<file path="src/rtl/sdram_pkg.sv">
// Shared SDRAM definitions: command pin encodings and arbiter state encoding,
// used by the init, refresh, write, read and arbiter blocks.
package sdram_pkg;

  // {cs_n, ras_n, cas_n, we_n}
  localparam logic [3:0] CMD_NOP  = 4'b0111;
  localparam logic [3:0] CMD_ACT  = 4'b0011;
  localparam logic [3:0] CMD_RD   = 4'b0101;
  localparam logic [3:0] CMD_WR   = 4'b0100;
  localparam logic [3:0] CMD_PRE  = 4'b0010;
  localparam logic [3:0] CMD_AREF = 4'b0001;
  localparam logic [3:0] CMD_MRS  = 4'b0000;

  typedef enum logic [2:0] {
    ST_INIT  = 3'd0,
    ST_ARBIT = 3'd1,
    ST_AREF  = 3'd2,
    ST_WRITE = 3'd3,
    ST_READ  = 3'd4
  } arb_state_t;

  function automatic logic is_rd_cmd(input logic [3:0] cmd);
    return (cmd == CMD_RD);
  endfunction

endpackage

</file>
<file path="src/rtl/sdram_rd_capture.sv">
// Read-data capture: delays READ command detection by CAS latency, then
// registers BURST_LEN words from DQ with a valid strobe.
module sdram_rd_capture
  import sdram_pkg::*;
#(
  parameter int CAS_LAT   = 3,
  parameter int BURST_LEN = 4,
  parameter int DATA_W    = 16
) (
  input  logic              sys_clk,
  input  logic              sys_rst,
  input  logic              rd_cmd_det,
  input  logic [DATA_W-1:0] sdram_dq_in,
  output logic [DATA_W-1:0] rd_data,
  output logic              rd_data_vld
);

  localparam int               CNT_W     = $clog2(BURST_LEN + 1);
  localparam logic [CNT_W-1:0] BURST_CNT = CNT_W'(BURST_LEN);

  logic [CAS_LAT-1:0] cas_pipe_p0;
  logic [CAS_LAT-1:0] cas_pipe_nxt;
  logic [CNT_W-1:0]   burst_cnt_p1;
  logic [CNT_W-1:0]   cnt_eff;

  always_comb begin
    cas_pipe_nxt    = cas_pipe_p0 << 1;
    cas_pipe_nxt[0] = rd_cmd_det;
  end

  // Stage p0: CAS-latency delay line of the READ command detection
  always_ff @(posedge sys_clk or posedge sys_rst) begin
    if (sys_rst) cas_pipe_p0 <= '0;
    else         cas_pipe_p0 <= cas_pipe_nxt;
  end

  // A fresh READ emerging from the delay line reloads the count, which is what
  // makes back-to-back bursts seamless; its first word is the one on DQ now.
  assign cnt_eff = cas_pipe_p0[CAS_LAT-1] ? BURST_CNT : burst_cnt_p1;

  // Stage p1: burst counter and data register
  always_ff @(posedge sys_clk or posedge sys_rst) begin
    if (sys_rst) begin
      burst_cnt_p1 <= '0;
      rd_data      <= '0;
      rd_data_vld  <= 1'b0;
    end else if (cnt_eff != '0) begin
      burst_cnt_p1 <= cnt_eff - CNT_W'(1);
      rd_data      <= sdram_dq_in;
      rd_data_vld  <= 1'b1;
    end else begin
      rd_data_vld  <= 1'b0;
    end
  end

endmodule

</file>
<file path="src/rtl/sdram_arbit.sv">
// SDRAM arbiter: fixed-priority grant (refresh > write > read), command/DQ
// mux onto the SDRAM pins, and read-data capture toward the FIR path.
module sdram_arbit
  import sdram_pkg::*;
#(
  parameter int CAS_LAT   = 3,
  parameter int BURST_LEN = 4,
  parameter int DATA_W    = 16
) (
  input  logic              sys_clk,
  input  logic              sys_rst,
  input  logic              init_end,
  input  logic [3:0]        init_cmd,
  input  logic [1:0]        init_ba,
  input  logic [11:0]       init_addr,
  input  logic              aref_req,
  input  logic              aref_end,
  input  logic [3:0]        aref_cmd,
  input  logic [11:0]       aref_addr,
  input  logic              wr_req,
  input  logic              wr_end,
  input  logic [3:0]        wr_cmd,
  input  logic [1:0]        wr_ba,
  input  logic [11:0]       wr_addr,
  input  logic [DATA_W-1:0] wr_data,
  input  logic              wr_data_oe,
  input  logic              rd_req,
  input  logic              rd_end,
  input  logic [3:0]        rd_cmd,
  input  logic [1:0]        rd_ba,
  input  logic [11:0]       rd_addr,
  output logic              aref_en,
  output logic              wr_en,
  output logic              rd_en,
  output logic              sdram_cke,
  output logic              sdram_cs_n,
  output logic              sdram_ras_n,
  output logic              sdram_cas_n,
  output logic              sdram_we_n,
  output logic [1:0]        sdram_ba,
  output logic [11:0]       sdram_addr,
  output logic [DATA_W-1:0] sdram_dq_out,
  output logic              sdram_dq_oe,
  input  logic [DATA_W-1:0] sdram_dq_in,
  output logic [DATA_W-1:0] rd_data,
  output logic              rd_data_vld
);

  arb_state_t  state, state_nxt;
  logic [3:0]  cmd_mux;
  logic [1:0]  ba_mux;
  logic [11:0] addr_mux;
  logic        rd_cmd_det;

  // Grants are registered from the next state so they line up with state.
  always_ff @(posedge sys_clk or posedge sys_rst) begin
    if (sys_rst) begin
      state   <= ST_INIT;
      aref_en <= 1'b0;
      wr_en   <= 1'b0;
      rd_en   <= 1'b0;
    end else begin
      state   <= state_nxt;
      aref_en <= (state_nxt == ST_AREF);
      wr_en   <= (state_nxt == ST_WRITE);
      rd_en   <= (state_nxt == ST_READ);
    end
  end

  // Owners release only through their own *_end pulse; no pre-emption.
  always_comb begin
    state_nxt = state;
    case (state)
      ST_INIT:  if (init_end) state_nxt = ST_ARBIT;
      ST_ARBIT: begin
        if (aref_req)     state_nxt = ST_AREF;
        else if (wr_req)  state_nxt = ST_WRITE;
        else if (rd_req)  state_nxt = ST_READ;
      end
      ST_AREF:  if (aref_end) state_nxt = ST_ARBIT;
      ST_WRITE: if (wr_end)   state_nxt = ST_ARBIT;
      ST_READ:  if (rd_end)   state_nxt = ST_ARBIT;
      default:  state_nxt = ST_INIT;
    endcase
  end

  always_comb begin
    cmd_mux  = CMD_NOP;
    ba_mux   = 2'b00;
    addr_mux = 12'h000;
    case (state)
      ST_INIT: begin
        cmd_mux  = init_cmd;
        ba_mux   = init_ba;
        addr_mux = init_addr;
      end
      ST_AREF: begin
        cmd_mux  = aref_cmd;
        addr_mux = aref_addr;
      end
      ST_WRITE: begin
        cmd_mux  = wr_cmd;
        ba_mux   = wr_ba;
        addr_mux = wr_addr;
      end
      ST_READ: begin
        cmd_mux  = rd_cmd;
        ba_mux   = rd_ba;
        addr_mux = rd_addr;
      end
      default: ;
    endcase
  end

  assign sdram_cke = 1'b1;
  assign {sdram_cs_n, sdram_ras_n, sdram_cas_n, sdram_we_n} = cmd_mux;
  assign sdram_ba     = ba_mux;
  assign sdram_addr   = addr_mux;
  assign sdram_dq_out = wr_data;
  assign sdram_dq_oe  = wr_data_oe && (state == ST_WRITE);

  assign rd_cmd_det = (state == ST_READ) && is_rd_cmd(cmd_mux);

  sdram_rd_capture #(
    .CAS_LAT   (CAS_LAT),
    .BURST_LEN (BURST_LEN),
    .DATA_W    (DATA_W)
  ) u_rd_capture (
    .sys_clk     (sys_clk),
    .sys_rst     (sys_rst),
    .rd_cmd_det  (rd_cmd_det),
    .sdram_dq_in (sdram_dq_in),
    .rd_data     (rd_data),
    .rd_data_vld (rd_data_vld)
  );

endmodule

</file>
<file path="config.mk">
export PLATFORM = sky130hd
export DESIGN_NAME = sdram_arbit
export DESIGN_NICKNAME = d
export VERILOG_FILES = /design/src/rtl/sdram_pkg.sv /design/src/rtl/sdram_rd_capture.sv /design/src/rtl/sdram_arbit.sv
export SDC_FILE = /design/constraint.sdc
export NUM_CORES = 1
export LEC_CHECK = 0
export BUFFER_PORTS_ARGS = -buffer_cell sky130_fd_sc_hd__buf_2
export CORE_MARGIN = 5
export CORE_UTILIZATION = 35
export DETAILED_ROUTE_END_ITERATION = 8
export HOLD_SLACK_MARGIN = 0.02
export PLACE_DENSITY_LB_ADDON = 0.25
export SLEW_MARGIN = 15
export SYNTH_ARGS = -nofsm -noshare
export SYNTH_HDL_FRONTEND = slang
export SYNTH_SLANG_ARGS = --single-unit
</file>
<file path="constraint.sdc">
create_clock -name sys_clk -period 1.7 [get_ports sys_clk]
set_input_delay 0.34 -clock sys_clk [delete_from_list [all_inputs] [get_ports sys_clk]]
set_output_delay 0.34 -clock sys_clk [all_outputs]
set_load 0.005 [all_outputs]
</file>
# Yosys cells after proc, flatten, opt, wreduce, memory -nomap -nowiden
# Cells that the tools add are included.
[word_totals]
out_inout_bits = 56
regBits = 29
elab_cells = 34
input_bits = 112
[op_classes]
addsub = 1
n_mux = 13
n_reduce_logical = 4
n_eq_ne = 8
[ops]
columns = ["cell", "count"]
rows = [
  ["$pmux W12 S4", 1],
  ["$mux W3", 8],
  ["$pmux W4 S4", 1],
  ["$pmux W3 S5", 1],
  ["$eq A3 B2 Y1 const B", 4],
  ["$eq A3 B3 Y1 const B", 2],
  ["$pmux W2 S3", 1],
  ["$eq A4 B3 Y1 const B", 1],
  ["$eq A3 B1 Y1 const B", 1],
  ["$logic_not A3 Y1", 1],
  ["$reduce_bool A3 Y1", 1],
  ["$sub A3 B1 Y3 const B", 1],
  ["$logic_and A1 B1 Y1", 2],
  ["$mux W1", 1],
]

# Logic depth before layout (Yosys ltp)
# Gate-level depths: netlist of run 1.
[logic_depth]
word_depth = 5
depth_mapped = 6
depth_no_buf = 5

# Modules after synthesis
# A second synthesis of run 1 with hierarchy kept.
[hier_totals]
hier_cells = 199
hier_area_um2 = 1938.1
[modules_own_cells]
columns = ["module", "seq_area_each_um2", "cells_per_inst", "instances", "area_per_inst_um2"]
rows = [
  ["sdram_arbit", 150.1, 145, 1, 1029.7],
  ["sdram_rd_capture", 575.6, 54, 1, 908.4],
]

# Least setup slack after synthesis of run 1
# Ideal clock, no wire load.
[synth_timing]
path_type = "register to register"
start = "register u_rd_capture.cas_pipe_p0[2]"
end = "register u_rd_capture.burst_cnt_p1[0]"
setup_slack_ns = 0.116
arrival_time_ns = 1.459
setup_ns = 0.125
path_stages_with_launch = 6
path_buffers = 1
t_required_ns = 1.575
synth_period_minus_slack_ns = 1.584
cell_sequence = "dfrtp_1 nand2b_1 ha_1 or3b_4 buf_6 mux2_4"
[synth_via]
elab_chain_cells = 2
elab_cells_between_ends = 3
classes_between = "add/sub: 1; mux: 1; reduce/logical: 1"
[synth_rtl]
columns = ["item", "line_no", "text"]
rows = [
  ["from (decl)", "sdram_rd_capture.sv:21", "logic [CAS_LAT-1:0] cas_pipe_p0;"],
  ["from (signal assigned)", "sdram_rd_capture.sv:34", "else cas_pipe_p0 <= cas_pipe_nxt;"],
  ["$mux W3 *", "sdram_rd_capture.sv:39", "assign cnt_eff = cas_pipe_p0[CAS_LAT-1] ? BURST_CNT : burst_cnt_p1;"],
  ["$sub A3 B1 Y3 / $reduce_bool A3 Y1 (equally long branches)", "sdram_rd_capture.sv:48, sdram_rd_capture.sv:47", ""],
  ["to (signal assigned)", "sdram_rd_capture.sv:48", "burst_cnt_p1 <= cnt_eff - CNT_W'(1);"],
  ["to (decl)", "sdram_rd_capture.sv:23", "logic [CNT_W-1:0] burst_cnt_p1;"],
]
# Every way passes the cells marked *; elsewhere a longest branch is shown, timed or not.
# A chain may end at the register's enable or synchronous reset.

# Worst setup path after layout of run 1
[layout_timing]
start = "register state[1]"
end = "output port sdram_addr[2]"
[layout_via]
elab_chain_cells = 2
elab_cells_between_ends = 5
classes_between = "eq/ne: 3; mux: 1; reduce/logical: 1"
[layout_rtl]
columns = ["item", "line_no", "text"]
rows = [
  ["from (decl)", "sdram_arbit.sv:49", "arb_state_t state, state_nxt;"],
  ["from (signal assigned)", "sdram_arbit.sv:63", "state <= state_nxt;"],
  ["$eq A3 B3 Y1, or another cell as far along", "sdram_arbit.sv:91", "case (state)"],
  ["$pmux W12 S4 *", "sdram_arbit.sv:91", ""],
  ["to (decl)", "sdram_arbit.sv:41", "output logic [11:0] sdram_addr,"],
]
# Marks and branches as above.

==> flow_summary.yaml, run 1 <==
status:
  status: "finished, violations left"
  violations: "setup timing"
cells_and_area:
  diodes: 0
  filler_cell_count: 566
  nets: 432
  drive_above_1_share: 0.618
  ff_latch_area_um2: 729
  multi_input_area_um2: 1090
  area_delta_synth_final_pct: 49.2
  utilization: 0.537
cts:
  ctsHoldBuffers: 0
  cts_tree: "done"
  cts-root-buf: "clkbuf_8"
  numCtsBuffers: 5
  cts_buffer_depth: 2
  cts_sinks: 29
  htree_num_levels: 2
  path_clk_slew_ps: 60
  clk_latency_ps: 270
power_and_ir_drop:
  total_leakage_power_uw: 0.00163
  clock_power_share: 0.128
  combPwrFrac: 0.619
  peakVddDrop_uv: 809
  p_int_uw: 2660
  pwr-share-seq: 0.254
  swShare: 0.360
  p_per_area_nw_per_um2: 1410
  p_sw_uw: 1500
die:
  initial_core_util: 0.360
  core-area_um2: 5470
  die_w_um: 85.0
  ioPinCount: 168
  dieArea_um2: 7230
  fp.dieH_um: 85.0
  std_cell_rows: 27
detailed_routing:
  drtIter0Drc: 30
  routed_via_density: 4.81
  via_count: 1879
  m1WireLength_um: 2460
  wl_met2_um: 3090
  routed.top_layer: "met4"
  wire_per_inst_um: 15.9
  drtPass1Iterations: 4
  route.met3.wl_um: 592
  drc_errors: 0
  routed_wl_um: 6210
  ant_nets: 0
timing:
  skew_ps: 2.82
  setup_tns_ps: -1490
  fin_crit_sh: 1.07
  finalWorstSetupSlack_ps: -112
  holdWs_ps: 122
  rsz0062_at_grt: "true"
  hold_violations: 0
  clock.fmax_mhz: 552
  report.final.setup_viol: 18
  min_period_ps: 1810
  maxSlewViolCount: 0
global_routing:
  grt_pass1_vias: 2000
  antenna_found_initial: 0
  grt_max_degree: 30
  overflow: 0
  grt_use_total: 0.161
  grt_pass1_wl_um: 9400
worst_hold_path:
  hp-class: "in -> async"
synth:
  synthTopCellsByArea: "dfrtp_1, mux2_4, mux2i_1"
  netlist_instances: 186
  synth_top_area_share: 0.368
  synth_seq_area_share: 0.368
  syn_avg_cell_area_um2: 10.6
  yosysWarningCount: 0
  ys_seq_elements: 29
  synth.largest_area_cell: "dfrtp_1"
  synth_cell_types: 35
  synth_fp_nets: 300
  syn_area_um2: 1970
run:
  maxCapViolCount: 0
worst_setup_path:
  crit_path_max_incr_delay_ps: 450
  worst_setup_path_end_kind: "output pin"
  r2r_cells: 4
  cp_cell_sequence: "nand2b_4 -> o32ai_1 -> a21o_1 -> buf_2"
  worstSetupPathType: "reg -> out"
  slowest_stage: "dfrtp_2"
  path_max_fanout: 15
  r2r_slack_ps: 90
  start_kind: "flip-flop"
  arrival_ps: 1470
  reg2reg_from: "u_rd_capture.cas_pipe_p0[2]"
  r2r-end: "u_rd_capture.rd_data[14]"
  cp.required_ps: 1360
place:
  io_buffers: 134
  hpwl_um: 4780
  place_congestion: 0.772
## sequential cells by signal, summed over array words and instances (netlist names)
signal / cells
u_rd_capture.rd_data: 16
state: 3
u_rd_capture.burst_cnt_p1: 3
u_rd_capture.cas_pipe_p0: 3
aref_en: 1
rd_en: 1
u_rd_capture.rd_data_vld: 1
wr_en: 1
## cells in the mapped netlist, drive strengths merged
master and n:
a211oi 1, a21o 13, a21oi 5, a22oi 2, and2 1, buf 27, clkbuf 1, conb 1
dfrtp 29, ha 2, inv 15, mux2 17, mux2i 19, nand2 2, nand2b 7, nand3b 2
nor2 9, nor2b 3, nor3 1, nor4 1, o21ai 3, o221ai 1, o22a 1, o2bb2ai 2
o31ai 1, o32ai 13, or2 2, or3 1, or3b 3, or4bb 1
## final cells by class
| cell class | instances | area share |
|---|---|---|
| tap | 72 | 0.0307 |
| multi-input combinational | 116 | 0.371 |
| clock inverter | 2 | 0.00341 |
| sequential | 29 | 0.248 |
| clock buffer | 6 | 0.0247 |
| timing repair buffer | 151 | 0.303 |
| inverter | 15 | 0.0192 |
## worst max path at each step
| stage | start | cells past startpoint | to | slack [ps] |
|---|---|---|---|---|
| 6_report | state[1] | 4 | sdram_addr[2] | -110 |
| 5_1_grt | state[1] | 4 | sdram_addr[4] | -190 |
| 4_1_cts | state[1] | 5 | sdram_we_n | -130 |
| 3_5_place_dp | u_rd_capture.cas_pipe_p0[2] | 4 | u_rd_capture.rd_data[7] | -7 |
| 3_3_place_gp | state[1] | 4 | sdram_addr[4] | -10 |
| 2_1_floorplan | u_rd_capture.cas_pipe_p0[2] | 5 | u_rd_capture.burst_cnt_p1[0] | 120 |
## metal layers
metal	global-route usage	vias to the layer above
met1	0.188	864
met4	0.0432	0
met5	0	-
met2	0.275	100
li1	-	911
met3	0.0612	4
## cell usage in the layout (no fill, tap or decap), types with 3 or more instances in the layout
| cell type | count |
|---|---|
| a21oi_1 | 5 |
| nor2_1 | 7 |
| inv_1 | 15 |
| or2_4 | 3 |
| mux2_4 | 17 |
| a21o_1 | 13 |
| buf_2 | 133 |
| nand2b_1 | 5 |
| dfrtp_2 | 3 |
| buf_6 | 4 |
| o32ai_1 | 10 |
| o32ai_2 | 3 |
| dfrtp_1 | 26 |
| mux2i_1 | 18 |
| clkbuf_8 | 5 |
| buf_4 | 9 |
## worst max-delay path, delay by kind of cell, from the launching register on
family,cells,cell delay [ps]
DFF,1,450
AOI/OAI and AO/OA,2,400
and+or+nand+nor,1,240
buffers and inverters,1,100
## metrics by stage
step	area [µm²]	setup slack (ps)	cells	power, µW
final	2940	-112	391	4160
after global routing	2940	-189	391	4460
after CTS	2850	-132	386	4030
after detailed placement	2640	-7.12	375	3210
after global placement	2640	-13.3	375	3190
after floorplan	1970	116	186	2410
## timing repair
| item | 4_1_cts | 5_1_grt |
|---|---|---|
| resized for setup | 18 | 10 |
| cloned | 2 | 2 |
| endpoints found under the setup margin | 26 | 19 |
| pin swaps | 3 | 3 |
| setup buffers | 1 | 3 |
| endpoints found under the hold margin | 0 | 0 |
## cell families after synthesis
| logic type | after synthesis | share of synthesized area |
|---|---|---|
| flops | 29 | 0.368 |
| fa+ha+maj | 2 | 0.0127 |
| buf+inv | 43 | 0.128 |
| compound gates | 42 | 0.161 |
| simple gates | 33 | 0.102 |
| other cells | 1 | 0.00190 |
| mux | 36 | 0.226 |
## power groups by stage
stage          clock, µW  sequential [µW]  combinational, µW
2_1_floorplan          0             1020               1390
3_3_place_gp           0             1030               2160
3_5_place_dp           0             1030               2180
4_1_cts              552             1040               2430
5_1_grt              589             1080               2790
6_report             530             1050               2570
Note: power is estimated with default switching activity, not from simulation.
==> run 2: changes to the inputs <==
MAX_ROUTING_LAYER = met4   (was unset)
SLEW_MARGIN = 10   (was 15)
==> run 2 against run 1 <==
Against the previous run:
- the run still ends with setup timing left
- non-clock buffer count did not move
- fmax hardly changed
- sequential power barely moved
- die area is the same
- core utilization is the same
- total power hardly changed
- global-route usage is 0.46 points higher
- setup slack got worse by 0.84 ps
- sequential share of layout area is the same
- register-to-register slack is essentially flat
- combinational power is essentially flat
- critical path type unchanged
==> flow_summary.yaml, run 2 (synthesis results as in run 1) <==
timing:
  holdWs_ps: 124
  skew_ps: 3.57
  clock.fmax_mhz: 552
  min_period_ps: 1810
  maxSlewViolCount: 0
  hold_violations: 0
  report.final.setup_viol: 18
  rsz0062_at_grt: "true"
  finalWorstSetupSlack_ps: -113
  fin_crit_sh: 1.07
  setup_tns_ps: -1520
run:
  maxCapViolCount: 0
worst_setup_path:
  path_max_fanout: 15
  worstSetupPathType: "reg -> out"
  cp.required_ps: 1360
  cp_top_family: "flip-flops"
  start_kind: "flip-flop"
  cp_cell_sequence: "nand2b_4 -> o32ai_1 -> a21o_1 -> buf_2"
  arrival_ps: 1470
  worst_setup_path_end_kind: "output pin"
  cp_num_buf_inv: 1
  slowest_stage: "dfrtp_2"
  crit_path_max_incr_delay_ps: 450
power_and_ir_drop:
  total_leakage_power_uw: 0.00163
  peakVddDrop_uv: 808
  power_uw: 4160
  p_per_area_nw_per_um2: 1420
detailed_routing:
  routed_wl_um: 6200
  drc_errors: 0
  routed_via_density: 4.81
  wire_per_inst_um: 15.9
  drtPass1Iterations: 4
  drtIter0Drc: 33
  via_count: 1881
  ant_nets: 0
cells_and_area:
  drive_above_1_share: 0.618
  largest_reg_flops: 16
  nets: 432
  regMostFlops: "u_rd_capture.rd_data"
  multi_input_area_um2: 1090
  ff_latch_area_um2: 729
  layout_common_cells: "buf_2, dfrtp_1, mux2i_1"
  final_common_cell: "buf_2"
  filler_cell_count: 566
  diodes: 0
  area_delta_synth_final_pct: 49.2
  stdcell_count: 391
global_routing:
  grt_pass1_wl_um: 9380
  antenna_found_initial: 0
  overflow: 0
  grt_pass1_vias: 2006
  grt_use_total: 0.166
  grt_max_degree: 30
status:
  status: "finished, violations left"
  violations: "setup timing"
cts:
  cts-root-buf: "clkbuf_8"
  clk_latency_ps: 270
  numCtsBuffers: 5
  cts_sinks: 29
  cts_buffer_depth: 2
  path_clk_slew_ps: 60
  htree_num_levels: 2
  cts_tree: "done"
  ctsHoldBuffers: 0
die:
  fp.dieH_um: 85.0
  std_cell_rows: 27
  die_w_um: 85.0
  initial_core_util: 0.360
  core-area_um2: 5470
  ioPinCount: 168
  dieArea_um2: 7230
place:
  io_buffers: 134
  place_congestion: 0.783
  place_ws_ps: -7.12
  hpwl_um: 4780
  dp.cells: 375
worst_hold_path:
  hp-class: "in -> async"
==> run 2: through the flow <==
| stage | instance area, µm² | utilization |
|---|---|---|
| after floorplan | 1970 | - |
| after global placement | 2640 | 0.483 |
| after detailed placement | 2640 | 0.483 |
| after CTS | 2850 | 0.520 |
| after global routing | 2940 | 0.537 |
| final | 2940 | 0.537 |
==> run 2: path summary, 6_finish.rpt <==
check / from / endpoint / slack [ps] / cells past startpoint
min in group sys_clk: sdram_dq_in[6] / u_rd_capture.rd_data[6] / 290 / 2
hold / removal: sys_rst / u_rd_capture.rd_data[5] / 120 / 3
max in group asynchronous: sys_rst / state[0] / 1290 / 3
setup reg to reg: u_rd_capture.cas_pipe_p0[2] / u_rd_capture.rd_data[14] / 90 / 4
hold reg to reg: u_rd_capture.cas_pipe_p0[0] / u_rd_capture.cas_pipe_p0[1] / 350 / 0
setup / recovery: state[1] / sdram_addr[2] / -110 / 4
==> run 2: where the power goes <==
| group | internal, µW | switching [µW] | total, µW |
|---|---|---|---|
| registers | 908 | 146 | 1050 |
| logic | 1470 | 1100 | 2580 |
| clock network | 283 | 247 | 530 |
==> run 2: tightest hold or removal path: stages <==
cell,delay [ps]
buf_2,100
inv_1,40
buf_4,330
==> run 2: cell type report <==
| cell class | count | area share |
|---|---|---|
| clock inverters | 2 | 0.00341 |
| multi-input cells | 116 | 0.371 |
| inverters | 15 | 0.0192 |
| well taps | 72 | 0.0307 |
| repair buffers | 151 | 0.303 |
| flip-flops and latches | 29 | 0.248 |
| clock buffers | 6 | 0.0247 |
==> run 2: timing repair <==
action / in CTS / in global routing
endpoints found under the setup margin: 26 / 19
gates resized for setup: 18 / 10
endpoints found under the hold margin: 0 / 0
cloned: 2 / 2
pin swaps: 3 / 4
buffers inserted: 1 / 3
==> run 2: layer usage <==
metal	up-vias	part of all wire	global-route usage
li1	911	-	-
met1	867	0.40	0.192
met2	99	0.50	0.276
met3	4	0.085	0.0534
met4	0	0.010	0.0432
met5	-	0	-
==> run 3: changes to the inputs <==
--- a/config.mk
+++ b/config.mk
@@ -14,2 +14,3 @@
 export PLACE_DENSITY_LB_ADDON = 0.25
+export SETUP_SLACK_MARGIN = 0.02
 export SLEW_MARGIN = 10
--- a/constraint.sdc
+++ b/constraint.sdc
@@ -3,2 +3,2 @@
 set_output_delay 0.34 -clock sys_clk [all_outputs]
-set_load 0.005 [all_outputs]
+set_load 0.01 [all_outputs]
==> run 3 against run 2 <==
Against the previous run:
- the run still ends with setup timing left
- largest cell class unchanged
- register-to-register slack barely moved
- core utilization grew 0.94 points
- first-iteration DRC count grew 52%
- hold slack better by 3.5 ps
- combinational power increased by 5%
- total power up 7.8%
- die area unchanged
- design area is 1.7% higher
- critical path depth stayed put
==> flow_summary.yaml, run 3 (synthesis results as in run 1) <==
detailed_routing:
  drtPass1Iterations: 4
  routed_via_density: 4.88
  drtIter0Drc: 50
  via_count: 1917
  ant_nets: 0
  routed_wl_um: 6130
  drc_errors: 0
  wire_per_inst_um: 15.6
power_and_ir_drop:
  clock_power_share: 0.161
  p_int_uw: 2850
  combPwrFrac: 0.606
  swShare: 0.365
  power_uw: 4480
  peakVddDrop_uv: 658
  pwr-share-seq: 0.233
  p_per_area_nw_per_um2: 1500
  p_sw_uw: 1640
  total_leakage_power_uw: 0.00165
place:
  place_ws_ps: -23.7
  hpwl_um: 4750
  placed_cell_area_um2: 2620
  dp.cells: 374
  io_buffers: 134
  place_congestion: 0.776
worst_setup_path:
  start_kind: "flip-flop"
  worst_setup_path_end_kind: "output pin"
  crit_path_max_incr_delay_ps: 450
  arrival_ps: 1510
  worstSetupPathType: "reg -> out"
  path_max_fanout: 7
  cp.required_ps: 1360
  slowest_stage: "dfrtp_2"
  cp_cell_sequence: "buf_6 -> or2_2 -> o2bb2ai_2 -> buf_2"
cts:
  numCtsBuffers: 5
  cts_buffer_depth: 2
  cts_tree: "done"
  clk_latency_ps: 270
  path_clk_slew_ps: 60
  cts-root-buf: "clkbuf_8"
  cts_sinks: 29
  htree_num_levels: 2
run:
  maxCapViolCount: 0
die:
  initial_core_util: 0.360
  std_cell_rows: 27
  ioPinCount: 168
  dieArea_um2: 7230
  die_w_um: 85.0
  core-area_um2: 5470
  fp.dieH_um: 85.0
cells_and_area:
  final_common_cell: "buf_2"
  layout_common_cells: "buf_2, dfrtp_1, mux2i_1"
  nets: 434
  drive_above_1_share: 0.614
  largest_reg_flops: 16
  stdcell_count: 393
  fin_area_um2: 2990
  diodes: 0
  area_delta_synth_final_pct: 51.8
  regMostFlops: "u_rd_capture.rd_data"
worst_hold_path:
  hp-class: "in -> async"
timing:
  clock.fmax_mhz: 541
  hold_violations: 0
  min_period_ps: 1850
  finalWorstSetupSlack_ps: -148
  rsz0062_at_grt: "true"
  maxSlewViolCount: 0
  report.final.setup_viol: 17
  holdWs_ps: 128
  fin_crit_sh: 1.09
  skew_ps: 3.03
global_routing:
  grt_pass1_vias: 1980
  grt_use_total: 0.162
  grt_pass1_wl_um: 9170
  grt_max_degree: 30
  overflow: 0
  antenna_found_initial: 0
status:
  status: "finished, violations left"
  violations: "setup timing"
-- run 3: through the flow --
| stage | TNS, ps | utilization |
|---|---|---|
| 2_1_floorplan | 0 | - |
| 3_3_place_gp | -8.49 | 0.479 |
| 3_5_place_dp | -253 | 0.479 |
| 4_1_cts | -1960 | 0.523 |
| 5_1_grt | -3370 | 0.546 |
| 6_report | -1680 | 0.546 |
-- run 3: repair_timing --
action / 4_1_cts / 5_1_grt
resized for setup: 18 / 11
pin swaps: 2 / 8
hold buffers: 0 / 0
setup endpoints to repair: 36 / 36
setup buffers: 5 / 2
cloned: 1 / 3
-- run 3: worst max-delay path: cells and delay by family, from the launching register on --
| kind | cells | cell delay, ps |
|---|---|---|
| flip-flops | 1 | 450 |
| AND/OR/NAND/NOR | 1 | 340 |
| buffers and inverters | 2 | 300 |
| AO/OA/AOI/OAI | 1 | 150 |
-- run 3: layer usage --
layer | global-route usage | wire, µm | vias to the layer above
li1 | - | - | 920
met1 | 0.190 | 2400 | 875
met2 | 0.264 | 3060 | 110
met3 | 0.0437 | 517 | 12
met4 | 0.0647 | 144 | 0
met5 | - | 0 | -
-- run 3: power by group through the flow --
stage / registers (µW) / logic (µW) / clock network, µW
after detailed placement: 1020 / 2310 / 0
after CTS: 1040 / 2520 / 745
final: 1040 / 2720 / 721
after global routing: 1070 / 2950 / 778
after global placement: 1030 / 2290 / 0
after floorplan: 1080 / 1490 / 0
-- run 3: cell type report --
type                            instances  area (µm²)
Multi-Input combinational cell        117        1100
Fill cell                             518        2480
Tap cell                               72        90.1
Sequential cell                        29         728
Timing Repair Buffer                  152         897
Clock inverter                          1        30.0
Clock buffer                            7        86.3
Inverter                               15        56.3
-- run 3: worst paths after layout --
check	from	endpoint	slack (ps)	cells past startpoint
worst max-delay path	state[1]	sdram_ba[0]	-150	4
worst min-delay path	sys_rst	u_rd_capture.burst_cnt_p1[0]	130	3
worst max register to register	u_rd_capture.cas_pipe_p0[2]	u_rd_capture.rd_data[5]	90	4
worst min register to register	u_rd_capture.cas_pipe_p0[1]	u_rd_capture.cas_pipe_p0[2]	350	0
max in group asynchronous	sys_rst	state[1]	1280	3
min in group sys_clk	sdram_dq_in[11]	u_rd_capture.rd_data[11]	290	2
